===== src/rtl/wb_master_pkg.sv =====
// wb_master_pkg: FSM states and Wishbone cycle-type constants shared by the burst master
package wb_master_pkg;
  typedef enum logic [1:0] {IDLE, WAITDATA, BUS, FINISH} state_t;
  localparam logic [2:0] CTI_CLASSIC = 3'b000;
  localparam logic [2:0] CTI_INCR = 3'b010;
  localparam logic [2:0] CTI_EOB = 3'b111;
  localparam int MAX_BEATS = 8;
endpackage


===== src/rtl/wb_master_timeout.sv =====
// wb_master_timeout: counts cycles spent waiting for an ack and flags the last allowed one
module wb_master_timeout #(
  parameter int TIMEOUT = 255
) (
  input  logic i_clk,
  input  logic i_rst_n,
  input  logic i_run,
  output logic o_expired
);
  logic [7:0] r_cnt;
  always_ff @(posedge i_clk) begin
    if (!i_rst_n) r_cnt <= '0;
    else r_cnt <= i_run ? r_cnt + 8'd1 : 8'd0;
  end
  assign o_expired = i_run && r_cnt == 8'(TIMEOUT - 1);
endmodule


===== src/rtl/wb_burst_master.sv =====
// wb_burst_master: Wishbone B4 incrementing-burst master for up to eight 32-bit beats
module wb_burst_master import wb_master_pkg::*; #(
  parameter int AW = 26,
  parameter int TIMEOUT = 255
) (
  input  logic          wb_clk_i,
  input  logic          wb_rst_n_i,
  input  logic          cmd_valid,
  output logic          cmd_ready,
  input  logic          cmd_we,
  input  logic [AW-1:0] cmd_addr,
  input  logic [3:0]    cmd_sel,
  input  logic [3:0]    cmd_len,
  input  logic          wdat_valid,
  output logic          wdat_ready,
  input  logic [31:0]   wdat_data,
  output logic          rsp_valid,
  output logic [31:0]   rsp_data,
  output logic          done,
  output logic          err,
  output logic          wb_cyc_o,
  output logic          wb_stb_o,
  output logic          wb_we_o,
  output logic [AW-1:0] wb_addr_o,
  output logic [31:0]   wb_dat_o,
  output logic [3:0]    wb_sel_o,
  output logic [2:0]    wb_cti_o,
  input  logic          wb_ack_i,
  input  logic [31:0]   wb_dat_i
);
  state_t r_state, w_next;
  logic r_we, r_rsp_valid, r_err;
  logic [AW-1:0] r_addr;
  logic [3:0] r_sel;
  logic [2:0] r_len, r_beat;
  logic [31:0] r_dat, r_rsp_data;
  logic w_ack, w_last, w_run, w_expired;
  assign w_ack = r_state == BUS && wb_ack_i;
  assign w_last = r_beat == r_len;
  assign w_run = r_state == BUS && !wb_ack_i;
  wb_master_timeout #(.TIMEOUT(TIMEOUT)) u_timeout (
    .i_clk(wb_clk_i),
    .i_rst_n(wb_rst_n_i),
    .i_run(w_run),
    .o_expired(w_expired)
  );
  always_ff @(posedge wb_clk_i) begin
    if (!wb_rst_n_i) r_state <= IDLE;
    else r_state <= w_next;
  end
  always_comb begin
    w_next = r_state;
    case (r_state)
      IDLE: if (cmd_valid) w_next = cmd_we ? WAITDATA : BUS;
      WAITDATA: if (wdat_valid) w_next = BUS;
      BUS: w_next = w_ack ? (w_last ? FINISH : (r_we ? WAITDATA : BUS)) : (w_expired ? IDLE : BUS);
      default: w_next = IDLE;
    endcase
  end
  always_ff @(posedge wb_clk_i) begin
    if (!wb_rst_n_i) begin
      r_we <= 1'b0;
      r_addr <= '0;
      r_sel <= '0;
      r_len <= '0;
      r_beat <= '0;
      r_dat <= '0;
      r_rsp_valid <= 1'b0;
      r_rsp_data <= '0;
      r_err <= 1'b0;
    end else begin
      r_rsp_valid <= w_ack && !r_we;
      r_err <= w_expired;
      if (w_ack && !r_we) r_rsp_data <= wb_dat_i;
      if (r_state == IDLE && cmd_valid) begin
        r_we <= cmd_we;
        r_addr <= cmd_addr;
        r_sel <= cmd_sel;
        r_len <= cmd_len >= 4'(MAX_BEATS) ? 3'(MAX_BEATS - 1) : cmd_len[2:0];
        r_beat <= '0;
      end
      if (r_state == WAITDATA && wdat_valid) r_dat <= wdat_data;
      if (w_ack && !w_last) begin
        r_addr <= r_addr + AW'(4);
        r_beat <= r_beat + 3'd1;
      end
    end
  end
  assign cmd_ready = r_state == IDLE;
  assign wdat_ready = r_state == WAITDATA;
  assign wb_cyc_o = r_state == WAITDATA || r_state == BUS;
  assign wb_stb_o = r_state == BUS;
  assign wb_we_o = r_we;
  assign wb_addr_o = r_addr;
  assign wb_dat_o = r_dat;
  assign wb_sel_o = r_sel;
  assign wb_cti_o = r_len == 3'd0 ? CTI_CLASSIC : (w_last ? CTI_EOB : CTI_INCR);
  assign rsp_valid = r_rsp_valid;
  assign rsp_data = r_rsp_data;
  assign done = r_state == FINISH;
  assign err = r_err;
endmodule


===== config.mk =====
export PLATFORM = sky130hd
export DESIGN_NAME = wb_burst_master
export DESIGN_NICKNAME = d
export VERILOG_FILES = /design/src/rtl/wb_master_pkg.sv /design/src/rtl/wb_master_timeout.sv /design/src/rtl/wb_burst_master.sv
export SDC_FILE = /design/constraint.sdc
export NUM_CORES = 1
export LEC_CHECK = 0
export CAP_MARGIN = 10
export CORE_MARGIN = 4
export CORE_UTILIZATION = 37
export DETAILED_ROUTE_END_ITERATION = 8
export PLACE_DENSITY = 0.73
export SLEW_MARGIN = 25
export SYNTH_ARGS = -nofsm -noshare
export SYNTH_HDL_FRONTEND = slang
export SYNTH_SLANG_ARGS = --single-unit

===== constraint.sdc =====
create_clock -name wb_clk_i -period 2.82 [get_ports wb_clk_i]
set_input_delay 0.564 -clock wb_clk_i [delete_from_list [all_inputs] [get_ports wb_clk_i]]
set_output_delay 0.564 -clock wb_clk_i [all_outputs]
set_load 0.01 [all_outputs]

# After elaboration in Yosys (flattened, before gate mapping)
# Index checks and enable logic that the tools add are counted.
# W data, S select, Z words.
totals:
  out_inout_bits: 105
  reg_bits: 113
  word_cells: 53
  inputBits: 104
classes:
  muxes: 15
  add_sub_neg: 3
  eq_ne: 7
  n_reduce_logical: 16
  n_lt_le_gt_ge: 1
ops:
  columns: ["operator", "count"]
  rows:
  - ["$mux W26", 2]
  - ["$add A26 B3 Y26 const B", 1]
  - ["$mux W3", 5]
  - ["$mux W2", 7]
  - ["$add A8 B1 Y8 const B", 1]
  - ["$eq A8 B8 Y1 const B", 1]
  - ["$logic_and A1 B1 Y1", 7]
  - ["$pmux W2 S3", 1]
  - ["$eq A2 B2 Y1 const B", 2]
  - ["$ge A4 B4 Y1 const B", 1]
  - ["$ne A2 B2 Y1 const B", 2]
  - ["$reduce_and A2 Y1", 2]
  - ["$add A3 B1 Y3 const B", 1]
  - ["$eq A3 B3 Y1", 1]
  - ["$logic_not A1 Y1", 3]
  - ["$logic_not A3 Y1", 1]
  - ["$eq A2 B1 Y1 const B", 1]
  - ["$logic_not A2 Y1", 1]
  - ["$reduce_bool A2 Y1", 1]
  - ["$logic_or A1 B1 Y1", 1]

# Depth between registers and ports, before layout
# Gate-level depths: netlist of run 1.
depth:
  ltp_word: 6
  mapped_depth: 9
  mapped_depth_nobuf: 7

# Hierarchy
# From an unflattened synthesis of run 1, not the netlist that was laid out.
unflattened:
  cells_unflattened: 608
  area_unflattened_um2: 4740.8
modules_own_cells:
  columns: ["module", "seq_area_each_um2", "area_per_inst_um2", "cells_each", "n_inst"]
  rows:
  - ["wb_burst_master", 2102.0, 4415.5, 571, 1]
  - ["wb_master_timeout", 160.2, 325.3, 37, 1]

# Worst setup path before layout of run 1
# Ideal clock, no wire load.
synth_timing:
  kind: "register -> register"
  startpoint: "register r_state[0]"
  endpoint: "register r_addr[15], in the netlist wb_addr_o[15]"
  arrival_ns: 1.935
  path_slack_ns: 0.815
  setup_time_ns: 0.070
  path_stages_with_launch: 9
  cell_sequence: "dfxtp_1 > inv_1 > ha_1 > nand2_1 > a31o_2 > clkbuf_1 > nor3_1 > mux2_2 > a21oi_1"
synth_between:
  elab_chain_cells: 4
synth_rtl:
  columns: ["element", "line_no", "text"]
  rows:
  - ["start, declared", "wb_burst_master.sv:31", "state_t r_state, w_next;"]
  - ["start signal, assigned", "wb_burst_master.sv:49", "else r_state <= w_next;"]
  - ["$eq A2 B2 Y1 (*)", null, null]
  - ["named net wb_stb_o", "wb_burst_master.sv:22", "output logic wb_stb_o,"]
  - ["$logic_and A1 B1 Y1 (*)", "wb_burst_master.sv:38", "assign w_ack = r_state == BUS && wb_ack_i;"]
  - ["$logic_and A1 B1 Y1 (*)", "wb_burst_master.sv:83", "if (w_ack && !w_last) begin"]
  - ["$mux W26 / $reduce_bool A2 Y1 (equally long branches)", null, null]
  - ["end signal, assigned", "wb_burst_master.sv:77", "r_addr <= cmd_addr;"]
  - ["end signal, assigned", "wb_burst_master.sv:84", "r_addr <= r_addr + AW'(4);"]
  - ["end, declared", "wb_burst_master.sv:33", "logic [AW-1:0] r_addr;"]
# The timed path passes the listed nets; every way through them passes the cells marked *.
# A chain may end at the register's enable or synchronous reset.

# Final worst setup path of run 1
layout_timing:
  startpoint: "register r_beat[1]"
  endpoint: "output port wb_cti_o[2]"
layout_between:
  elab_chain_cells: 3
layout_rtl:
  columns: ["element", "line_no", "text"]
  rows:
  - ["start, declared", "wb_burst_master.sv:35", "logic [2:0] r_len, r_beat;"]
  - ["start signal, assigned", "wb_burst_master.sv:85", "r_beat <= r_beat + 3'd1;"]
  - ["$eq A3 B3 Y1", "wb_burst_master.sv:39", "assign w_last = r_beat == r_len;"]
  - ["$mux W3 (2 in a row)", "wb_burst_master.sv:97", "assign wb_cti_o = r_len == 3'd0 ? CTI_CLASSIC : (w_last ? CTI_EOB : CTI_INCR);"]
  - ["end, declared", "wb_burst_master.sv:27", "output logic [2:0] wb_cti_o,"]
# Every way passes these cells.

==> results of run 1 <==
[area by class of cell]
type	count	area, um2
Fill cell	1083	4570
Sequential cell	113	2260
Timing Repair Buffer	222	2200
Multi-Input combinational cell	427	2180
Clock buffer	21	470
Tap cell	168	210
Clock inverter	11	183
Inverter	9	33.8
[critical path, delay by kind of cell, from the launching register on]
family,cells,cell delay (ps)
simple gates,2,460
buf+inv,1,580
xor+xnor,1,290
flops,1,340
[synth_stat cells (3+ instances only)]
| library cell | count |
|---|---|
| sky130_fd_sc_hd__a31oi_1 | 15 |
| sky130_fd_sc_hd__inv_1 | 8 |
| sky130_fd_sc_hd__and2_1 | 3 |
| sky130_fd_sc_hd__o211ai_1 | 5 |
| sky130_fd_sc_hd__a21oi_1 | 91 |
| sky130_fd_sc_hd__nand3_1 | 15 |
| sky130_fd_sc_hd__nor3_1 | 10 |
| sky130_fd_sc_hd__nand4_1 | 9 |
| sky130_fd_sc_hd__dfxtp_1 | 113 |
| sky130_fd_sc_hd__xor2_1 | 5 |
| sky130_fd_sc_hd__clkbuf_1 | 33 |
| sky130_fd_sc_hd__nand2_1 | 166 |
| sky130_fd_sc_hd__or4_1 | 3 |
| sky130_fd_sc_hd__and4_1 | 3 |
| sky130_fd_sc_hd__and3_1 | 5 |
| sky130_fd_sc_hd__ha_1 | 8 |
| sky130_fd_sc_hd__xnor2_1 | 4 |
| sky130_fd_sc_hd__nor2_1 | 31 |
| sky130_fd_sc_hd__buf_2 | 3 |
| sky130_fd_sc_hd__or3_1 | 5 |
| sky130_fd_sc_hd__a211oi_1 | 5 |
| sky130_fd_sc_hd__o21ai_0 | 17 |
| sky130_fd_sc_hd__a311oi_1 | 5 |
[per-layer routing]
metal / track usage, % / up-vias
met5: 0 / -
li1: - / 2434
met4: 9.09 / 0
met1: 23.7 / 2310
met2: 35.6 / 208
met3: 8.53 / 31
[through the flow]
step           setup slack [ps]  utilization (%)
2_1_floorplan               815                -
5_1_grt                    27.4             62.3
3_3_place_gp                108             56.9
3_5_place_dp                189             56.9
6_report                    182             62.3
4_1_cts                     189             62.3
[flip-flops by register name (all words and copies together) (netlist names)]
signal / cells
r_len: 3
rsp_data: 32
wb_we_o: 1
u_timeout.r_cnt: 8
r_beat: 3
r_state: 2
err: 1
wb_sel_o: 4
wb_addr_o: 26
rsp_valid: 1
wb_dat_o: 32
[worst max-delay path by stage]
| stage | startpoint | endpoint | cells after the start |
|---|---|---|---|
| finish | r_beat[1]$_SDFFE_PN0P_ | wb_cti_o[2] | 4 |
| CTS | r_beat[1]$_SDFFE_PN0P_ | wb_cti_o[2] | 4 |
| global route | r_beat[1]$_SDFFE_PN0P_ | wb_cti_o[2] | 4 |
| global placement | wb_ack_i | wb_addr_o[6]$_SDFFE_PN0P_ | 7 |
| detailed placement | wb_ack_i | wb_addr_o[11]$_SDFFE_PN0P_ | 7 |
| floorplan | r_state[0]$_SDFFE_PN0P_ | wb_addr_o[15]$_SDFFE_PN0P_ | 8 |
[report_power, final]
group | switching, mW | internal, mW
clock network | 0.718 | 1.63
logic | 0.799 | 0.789
registers | 0.195 | 1.81
[logic make-up after synthesis]
logic type	share of synthesized area, %
compound gates	18.0
xor+xnor	1.70
fa+ha+maj	2.16
buf+inv	3.98
flops	48.9
mux	0.487
simple gates	24.7
==> summary.md, run 1 <==
| Metric | Value |
|---|---|
| Run status | finished clean |
| Final #Nets | roughly 900 |
| Die outline area | between 0.01 and 0.015 mm2 |
| ANT cells | 0 |
| Number of antenna-violating nets in the routed design | 0 |
| Placed instance area | just under 0.007 mm2 |
| Number of nets in the synthesized netlist | between 600 and 700 |
| CTS tree | done |
| Most frequently used flop master after synthesis | sky130_fd_sc_hd__dfxtp_1 |
| Capture instance of the worst register-to-register path | wb_addr_o[11]$_SDFFE_PN0P_ |
| Setup Fix Bufs, Post-CTS | 0 |
| Post-synthesis register bit count | 113 |
| Via count of the first global-routing pass | 4889 |
| Skew-Pair Late Insertion Delay | about 410 ps |
| Cell types with the largest area share after synthesis | sky130_fd_sc_hd__dfxtp_1 (49%), sky130_fd_sc_hd__nand2_1 (13%), sky130_fd_sc_hd__a21oi_1 (9.8%) |
| Power Dens Cells | a little under 800 mW/mm2 |
| Placer congestion estimate | approximately 0.83 |
| CTS clk-pin slew, worst paths | 50 ps |
| TritonRoute pass-1 iters | 5 |
| Vias | between 4000 and 5000 |
| Met2 wire len | about 7.5 mm |
| Top metal layer carrying routed signals | met4 |
| Floorplan row count | 40 |
| Antenna violations before repair | 0 |
| Hold Path Origin | wb_sel_o[3]$_SDFFE_PN0P_ |
| Core Area | 0.0121 mm2 |
| Critical Path End Type | primary output |
| Hold Worst Slack | 451 ps |
| Effective utilization at floorplan | a little under two fifths |
| Sum of met3 wire segment lengths after detailed routing | between 1 and 1.5 mm |
| Remaining design rule violation count | 0 |
| CP Max Fanout | 3 |
| Initial DRC Count | 402 |
| CTS H-tree depth | 4 |
| Arr. time, crit path | 2070 ps |
| Shortest period the worst path allows | ~2600 ps |
| Horizontal die dimension | ~120 um |
| Number of enable-type register cells in the synthesized netlist | 0 |
| Global-route wire length before repair | 24.4 mm |
| Most frequent standard cell in the layout excluding fill and tap cells | sky130_fd_sc_hd__clkdlybuf4s50_1 |
| Drt total wl | approximately 15 mm |
| I/O pin count | 209 |
| Total routing usage reported by global routing | between 20% and 30% |
| Required @ worst endpoint | roughly 2300 ps |
| Final setup violation count | 0 |
| R2r setup slk | about 480 ps |
| Mean instance size in the synthesized netlist | 7.88 um2 |
| Maximum cell stage delay along the critical path | between 500 and 600 ps |
| Leading area contributor after synthesis | sky130_fd_sc_hd__dfxtp_1 |
| Quantity of I/O buffers inserted on ports | around 210 |
| DIE HEIGHT | 120 um |
| Top library cells by usage in the layout, fill and taps aside | sky130_fd_sc_hd__clkdlybuf4s50_1 (208), sky130_fd_sc_hd__nand2_1 (166), sky130_fd_sc_hd__dfxtp_1 (113) |
| Share of layout cells above drive strength 1 | 6.85% |
| Max capacitance violation total | 0 |
| Number of standard cells in the final layout excluding fillers | approximately 970 |
| Worst clock skew | ~6 ps |
| CP max-delay cell | sky130_fd_sc_hd__clkdlybuf4s50_1 |
| TNS Setup | 0 ps |
| Peak supply drop | ~0.00056 V |
| Area growth from synthesis to layout | 63.1% |
| Kind of critical path | register to primary output |
| Cells on Worst Hold Path | 2 |
| Number of hold violations in the final report | 0 |
| Total clock buffers created by CTS | 17 |
| Final-report max-slew violation count | 0 |
| Final design area excluding fillers | roughly 0.0075 mm2 |
| Transition at the pin with the smallest max-transition slack | a little under 800 ps |
| Seq/Total Area, Yosys | 48.9% |
| Largest net degree at the start of global routing | 50 |
| Count of synthesis-stage warnings from yosys | 0 |
| Hold-critical path endpoint | wb_sel_o[3]$_SDFFE_PN0P_ |
| Post-cts hold buffer count | 0 |
| Static Leak | about 2.7 nW |
| Netlist area before placement | 0.00463 mm2 |
| Highest attainable clock frequency | approximately 0.38 GHz |
| Grt total ovfl | 0 |
| Root Driver | sky130_fd_sc_hd__clkbuf_16 |
| Startpoint Class | register |
| Routed length per placed instance | approximately 16 um |
| Post-synthesis instance total | slightly below 600 |
| Post-placement cell count | 939 |
| Setup repair after global routing missed its margin | false |
| Ys async rst share | 0% |
| Headroom to the max-slew limit | a little under half |
| Worst flop-to-flop path startpoint | r_state[0]$_SDFFE_PN0P_ |
| Max Root-Sink Buffers | 2 |
| Total power of the final layout | a little under 6 mW |
| Yosys top cell area share | between 40% and 50% |
| Path type of the worst min-delay path | register to register |
| Distinct cells, synth | 43 |
| HPWL after DPL | ~11 mm |
| Count of clock tree sinks | approximately 110 |
| Met1 Wirelength | 6.04 mm |
| Post-DR vias/cell | around 5.1 |
| Series of cell instances along the critical path | xnor2_1 > nand3_1 > nor2b_1 > clkdlybuf4s50_1 |
| Logic depth of the worst register-to-register path | 8 |
| Share of the clock period used by the worst path | roughly 94% |
| Resized Gates After CTS | 0 |
No activity file was read; power rests on OpenSTA's default activity.
==> run 2, diff against run 1 <==
CORE_ASPECT_RATIO = 0.6   (was unset)
CORE_MARGIN = 3   (was 4)
==> run 2 against run 1 <==
Die area down 3.0%. Global-route usage down 0.093 points. Total power up 0.23%. Via count down 0.44%. Register-to-register slack about the same. Worst hold slack about the same. Worst setup slack better by 15 ps. Sequential power about the same. Maximum frequency up 0.56%. Combinational power about the same. Routed wire length down 1.6%. Critical endpoint unchanged. Largest cell class unchanged.
==> summary.md, run 2 (synthesis gave the netlist of run 1 again) <==
| Metric | Value |
|---|---|
| Final setup violation count | 0 (unchanged) |
| Floorplan row count | 30 (was 40) |
| Total routing usage reported by global routing | 21.1% (was 21.2%) |
| CTS clk-pin slew, worst paths | 50 ps (about the same) |
| Max capacitance violation total | 0 (unchanged) |
| Arr. time, crit path | 2060 ps (was 2070 ps) |
| Headroom to the max-slew limit | 41.2% (was 47.0%) |
| Max Root-Sink Buffers | 2 (unchanged) |
| Critical Path End Type | primary output (unchanged) |
| Cells on Worst Hold Path | 2 (unchanged) |
| CP max-delay cell | sky130_fd_sc_hd__clkdlybuf4s50_1 (unchanged) |
| CTS H-tree depth | 4 (unchanged) |
| Share of layout cells above drive strength 1 | 6.73% (was 6.85%) |
| Resized Gates After CTS | 0 (unchanged) |
| Share of the clock period used by the worst path | 93.0% (was 93.6%) |
| Final design utilization | 64.1% (was 62.3%) |
| TritonRoute pass-1 iters | 4 (was 5) |
| Hold Path Origin | wb_dat_o[2]$_SDFFE_PN0P_ (was wb_sel_o[3]$_SDFFE_PN0P_) |
| Maximum cell stage delay along the critical path | 580 ps (about the same) |
| Drt total wl | 15.0 mm (was 15.3 mm) |
| Final #Nets | 903 (was 902) |
| Number of buffers and inverters on the critical path | 1 (unchanged) |
| Most frequent standard cell in the layout excluding fill and tap cells | sky130_fd_sc_hd__clkdlybuf4s50_1 (unchanged) |
| Path type of the worst min-delay path | register to register (unchanged) |
| Run status | finished clean (unchanged) |
| Via count of the first global-routing pass | 4723 (was 4889) |
| Post-cts hold buffer count | 0 (unchanged) |
| Highest attainable clock frequency | 0.381 GHz (was 0.379 GHz) |
| Effective utilization at floorplan | 39.4% (was 38.2%) |
| Logic depth of the worst register-to-register path | 8 (unchanged) |
| Series of cell instances along the critical path | xnor2_1 > nand3_1 > nor2b_1 > clkdlybuf4s50_1 (unchanged) |
| Quantity of I/O buffers inserted on ports | 208 (unchanged) |
| Horizontal die dimension | 150 um (was 120 um) |
| Shortest period the worst path allows | 2620 ps (was 2640 ps) |
| Transition at the pin with the smallest max-transition slack | 878 ps (was 791 ps) |
| Startpoint Class | register (unchanged) |
| Grt total ovfl | 0 (unchanged) |
| CP Max Fanout | 3 (unchanged) |
| Global-route wire length before repair | 23.5 mm (was 24.4 mm) |
| Number of antenna-violating nets in the routed design | 0 (unchanged) |
| TNS Setup | 0 ps (unchanged) |
| Largest net degree at the start of global routing | 40 (was 50) |
| Count of clock tree sinks | 113 (unchanged) |
| Static Leak | 2.67 nW (about the same) |
| Required @ worst endpoint | 2260 ps (about the same) |
| Kind of critical path | register to primary output (unchanged) |
| Top library cells by usage in the layout, fill and taps aside | sky130_fd_sc_hd__clkdlybuf4s50_1 (208), sky130_fd_sc_hd__nand2_1 (166), sky130_fd_sc_hd__dfxtp_1 (113) (unchanged) |
| Remaining design rule violation count | 0 (unchanged) |
| CTS tree | done (unchanged) |
| HPWL after DPL | 11.1 mm (was 11.0 mm) |
| R2r setup slk | 480 ps (about the same) |
| Number of hold violations in the final report | 0 (unchanged) |
| Filler instances | 975 (was 1083) |
| Power Dens Cells | 790 mW/mm2 (was 787 mW/mm2) |
| Peak supply drop | 0.000483 V (was 0.000558 V) |
| Worst clock skew | 11.9 ps (was 6.03 ps) |
| Post-DR vias/cell | 5.16 (was 5.13) |
| Vias | 4961 (was 4983) |
| Core Area | 0.0117 mm2 (was 0.0121 mm2) |
| Routed length per placed instance | 15.6 um (was 15.7 um) |
| Worst flop-to-flop path startpoint | r_state[0]$_SDFFE_PN0P_ (unchanged) |
| CP delay by family, top | buffers and inverters (unchanged) |
| DIE HEIGHT | 92.6 um (was 120 um) |
| Root Driver | sky130_fd_sc_hd__clkbuf_16 (unchanged) |
| Setup Fix Bufs, Post-CTS | 0 (unchanged) |
| Antenna violations before repair | 0 (unchanged) |
| Capture instance of the worst register-to-register path | wb_addr_o[6]$_SDFFE_PN0P_ (was wb_addr_o[11]$_SDFFE_PN0P_) |
| Setup repair after global routing missed its margin | false (unchanged) |
| Area growth from synthesis to layout | 62.8% (was 63.1%) |
| Die outline area | 0.0139 mm2 (was 0.0144 mm2) |
| Final-report max-slew violation count | 0 (unchanged) |
| Initial DRC Count | 284 (was 402) |
| I/O pin count | 209 (unchanged) |
| Hold-critical path endpoint | wb_dat_o[2]$_SDFFE_PN0P_ (was wb_sel_o[3]$_SDFFE_PN0P_) |
| Skew-Pair Late Insertion Delay | 400 ps (was 410 ps) |
| Total clock buffers created by CTS | 17 (unchanged) |
| Placer congestion estimate | 0.880 (was 0.827) |
| ANT cells | 0 (unchanged) |
-- run 2: changes by cell type in the layout (fill, tap and decap cells not counted) --
cell,before,now
sky130_fd_sc_hd__clkinv_4,0,1
sky130_fd_sc_hd__buf_12,1,0
sky130_fd_sc_hd__clkbuf_8,3,4
sky130_fd_sc_hd__clkinvlp_4,1,2
sky130_fd_sc_hd__nor2_2,2,1
sky130_fd_sc_hd__buf_4,13,15
sky130_fd_sc_hd__clkbuf_1,1,0
sky130_fd_sc_hd__nor2_1,29,30
sky130_fd_sc_hd__clkinv_2,5,1
-- run 2: through the flow --
stage	hold WS, ps	instance area, um2	power [mW]	instances	setup slack (ps)
final	451	7530	5.95	962	197
after global routing	474	7530	6.25	962	100
after CTS	453	7530	6.00	962	176
after detailed placement	445	6870	3.62	932	146
after global placement	442	6870	3.58	932	282
after floorplan	453	4630	2.76	587	815
-- run 2: worst reg2reg max path: stages, from the launching register on --
cell and delay [ps]:
sky130_fd_sc_hd__dfxtp_1 370, sky130_fd_sc_hd__inv_1 80, sky130_fd_sc_hd__ha_1 240, sky130_fd_sc_hd__nand2_1 180, sky130_fd_sc_hd__a31oi_1 90, sky130_fd_sc_hd__nor2_1 690
sky130_fd_sc_hd__buf_4 340, sky130_fd_sc_hd__a22oi_1 110, sky130_fd_sc_hd__o22ai_1 150
-- run 2: area by class of cell --
type | instances | area [um2] | share of cell area (%)
clock buffers | 21 | 480 | 6.38
clock inverters | 9 | 179 | 2.38
inverters | 9 | 33.8 | 0.449
multi-input cells | 427 | 2180 | 29.0
flip-flops and latches | 113 | 2260 | 30.0
well taps | 160 | 200 | 2.66
repair buffers | 223 | 2190 | 29.1
-- run 2: worst max path at each step --
stage                                        from                    endpoint  slack [ps]  depth (start not counted)
final                      r_beat[1]$_SDFFE_PN0P_                 wb_cti_o[2]         200                          4
after global routing       r_beat[0]$_SDFFE_PN0P_                 wb_cti_o[0]         100                          4
after CTS                  r_beat[1]$_SDFFE_PN0P_                 wb_cti_o[2]         180                          4
after detailed placement                 wb_ack_i  wb_addr_o[19]$_SDFFE_PN0P_         150                          7
after global placement                   wb_ack_i   wb_addr_o[6]$_SDFFE_PN0P_         280                          7
after floorplan           r_state[0]$_SDFFE_PN0P_  wb_addr_o[15]$_SDFFE_PN0P_         810                          8
-- run 2: power breakdown --
part	internal, mW	switching (mW)	leakage, nW	total (mW)
Sequential	1.81	0.195	0.919	2.00
Clock	1.65	0.706	0.317	2.36
Combinational	0.786	0.803	1.43	1.59
-- run 2: routing by layer --
layer	GRT usage (%)	vias to the layer above	share of wire (%)
met4	6.62	0	1.2
met3	8.22	19	11
li1	-	2433	-
met5	0	-	0
met2	32.7	232	44
met1	26.9	2277	44
==> run 3, diff against run 2 <==
RECOVER_POWER = 50   (was unset)
==> run 3 against run 2 <==
Worst hold slack got worse by 2.4 ps. Total power down 0.32%. Largest cell class unchanged. Critical path depth unchanged. Clock-buffer cell count stayed put. Maximum frequency about the same. Final cell count is the same. First-iteration DRC count is 1.4% higher. Combinational power about the same. Routed wire length barely moved. Largest power group unchanged. Sequential power about the same.
==> summary.md, run 3 (synthesis gave the netlist of run 1 again) <==
| Metric | Value |
|---|---|
| Run status | finished clean (unchanged) |
| Share of layout cells above drive strength 1 | 6.23% (was 6.73%) |
| Routed length per placed instance | 15.6 um (about the same) |
| Power Dens Cells | 789 mW/mm2 (was 790 mW/mm2) |
| ANT cells | 0 (unchanged) |
| Number of antenna-violating nets in the routed design | 0 (unchanged) |
| Share of the clock period used by the worst path | 93.1% (was 93.0%) |
| Required @ worst endpoint | 2260 ps (about the same) |
| Top library cells by usage in the layout, fill and taps aside | sky130_fd_sc_hd__clkdlybuf4s50_1 (180), sky130_fd_sc_hd__nand2_1 (166), sky130_fd_sc_hd__dfxtp_1 (113) (was sky130_fd_sc_hd__clkdlybuf4s50_1 (208), sky130_fd_sc_hd__nand2_1 (166), sky130_fd_sc_hd__dfxtp_1 (113)) |
| Post-DR vias/cell | 5.14 (was 5.16) |
| I/O pin count | 209 (unchanged) |
| DIE HEIGHT | 92.6 um (unchanged) |
| Root Driver | sky130_fd_sc_hd__clkbuf_16 (unchanged) |
| Shortest period the worst path allows | 2620 ps (about the same) |
| Final-report max-slew violation count | 0 (unchanged) |
| Grt total ovfl | 0 (unchanged) |
| Vias | 4949 (was 4961) |
| Total power of the final layout | 5.93 mW (was 5.95 mW) |
| Post-cts hold buffer count | 0 (unchanged) |
| Effective utilization at floorplan | 39.4% (unchanged) |
| CP Max Fanout | 3 (unchanged) |
| Hold Worst Slack | 449 ps (was 451 ps) |
| Kind of critical path | register to primary output (unchanged) |
| Core Area | 0.0117 mm2 (unchanged) |
| Final #Nets | 903 (unchanged) |
| Floorplan row count | 30 (unchanged) |
| Path type of the worst min-delay path | register to register (unchanged) |
| Peak supply drop | 0.000483 V (about the same) |
| Area growth from synthesis to layout | 62.5% (was 62.8%) |
| Skew-Pair Late Insertion Delay | 400 ps (about the same) |
| Setup Fix Bufs, Post-CTS | 0 (unchanged) |
| Drt total wl | 15.0 mm (about the same) |
| Remaining design rule violation count | 0 (unchanged) |
| CTS tree | done (unchanged) |
| Number of hold violations in the final report | 0 (unchanged) |
| Arr. time, crit path | 2060 ps (about the same) |
| Highest attainable clock frequency | 0.381 GHz (about the same) |
| Largest net degree at the start of global routing | 40 (unchanged) |
| Antenna violations before repair | 0 (unchanged) |
| Total clock buffers created by CTS | 17 (unchanged) |
| Final setup violation count | 0 (unchanged) |
| Headroom to the max-slew limit | 39.9% (was 41.2%) |
| Transition at the pin with the smallest max-transition slack | 899 ps (was 878 ps) |
| Count of clock tree sinks | 113 (unchanged) |
| Global-route wire length before repair | 23.5 mm (unchanged) |
| TNS Setup | 0 ps (unchanged) |
| Die outline area | 0.0139 mm2 (unchanged) |
| Post-placement cell count | 932 (unchanged) |
| Initial DRC Count | 288 (was 284) |
| Filler instances | 982 (was 975) |
| Worst clock skew | 10.4 ps (was 11.9 ps) |
| Most frequent standard cell in the layout excluding fill and tap cells | sky130_fd_sc_hd__clkdlybuf4s50_1 (unchanged) |
| Placer congestion estimate | 0.880 (unchanged) |
| Max Root-Sink Buffers | 2 (unchanged) |
| Resized Gates After CTS | 0 (unchanged) |
| Worst setup margin | 195 ps (was 197 ps) |
| Quantity of I/O buffers inserted on ports | 208 (unchanged) |
| Number of standard cells in the final layout excluding fillers | 962 (unchanged) |
| Max capacitance violation total | 0 (unchanged) |
| Critical Path End Type | primary output (unchanged) |
| Total routing usage reported by global routing | 21.1% (unchanged) |
| Via count of the first global-routing pass | 4723 (unchanged) |
| HPWL after DPL | 11.1 mm (unchanged) |
| CTS clk-pin slew, worst paths | 50 ps (about the same) |
| Static Leak | 2.75 nW (was 2.67 nW) |
| Setup repair after global routing missed its margin | false (unchanged) |
| Horizontal die dimension | 150 um (unchanged) |
| Startpoint Class | register (unchanged) |
| TritonRoute pass-1 iters | 5 (was 4) |
| Setup slack after placement | 146 ps (unchanged) |
| CTS H-tree depth | 4 (unchanged) |
==> run 3: cell count changes in the layout (fill, tap and decap cells not counted) <==
cell and change:
sky130_fd_sc_hd__buf_4 -4, sky130_fd_sc_hd__clkbuf_1 +2, sky130_fd_sc_hd__clkbuf_2 +2, sky130_fd_sc_hd__clkdlybuf4s50_1 -28, sky130_fd_sc_hd__dlygate4sd3_1 +28, sky130_fd_sc_hd__inv_1 +1
sky130_fd_sc_hd__inv_2 -1, sky130_fd_sc_hd__nor2_1 +1, sky130_fd_sc_hd__nor2_2 -1
==> run 3: critical path, stage by stage (launching register included) <==
cell and delay, ps:
sky130_fd_sc_hd__dfxtp_1 340, sky130_fd_sc_hd__xnor2_1 280, sky130_fd_sc_hd__nand3_1 230, sky130_fd_sc_hd__nor2b_1 250
sky130_fd_sc_hd__clkdlybuf4s50_1 580
==> run 3: layout make-up <==
class	instances	area, um2	area share (%)
flip-flops and latches	113	2260	30.1
repair buffers	223	2180	29.0
multi-input cells	427	2180	29.0
clock buffers	21	480	6.39
well taps	160	200	2.66
clock inverters	9	179	2.38
inverters	9	33.8	0.449
==> run 3: per-layer routing <==
layer	GRT usage, %	vias up	share of wire [%]
met5	0	-	0
met1	26.9	2267	43
met2	32.7	229	44
met4	6.62	0	1.2
met3	8.22	19	11
li1	-	2434	-
==> run 3: final timing paths <==
path / slack [ps] / cells after the start / startpoint / end
setup / recovery: 200 / 4 / r_beat[1]$_SDFFE_PN0P_ / wb_cti_o[2]
hold / removal: 450 / 2 / wb_dat_o[10]$_SDFFE_PN0P_ / wb_dat_o[10]$_SDFFE_PN0P_
setup reg to reg: 470 / 8 / r_state[0]$_SDFFE_PN0P_ / wb_addr_o[6]$_SDFFE_PN0P_
hold reg to reg: 450 / 2 / wb_dat_o[10]$_SDFFE_PN0P_ / wb_dat_o[10]$_SDFFE_PN0P_
==> run 3: through the flow <==
step,instance area (um2),utilization [%]
after floorplan,4630,-
after global placement,6870,58.5
after detailed placement,6870,58.5
after CTS,7530,64.1
after global routing,7520,64.0
final,7520,64.0
==> run 3: power by group <==
group / internal (mW) / leakage, nW / switching (mW)
Clock: 1.65 / 0.317 / 0.706
Combinational: 0.768 / 1.51 / 0.806
Sequential: 1.81 / 0.919 / 0.192
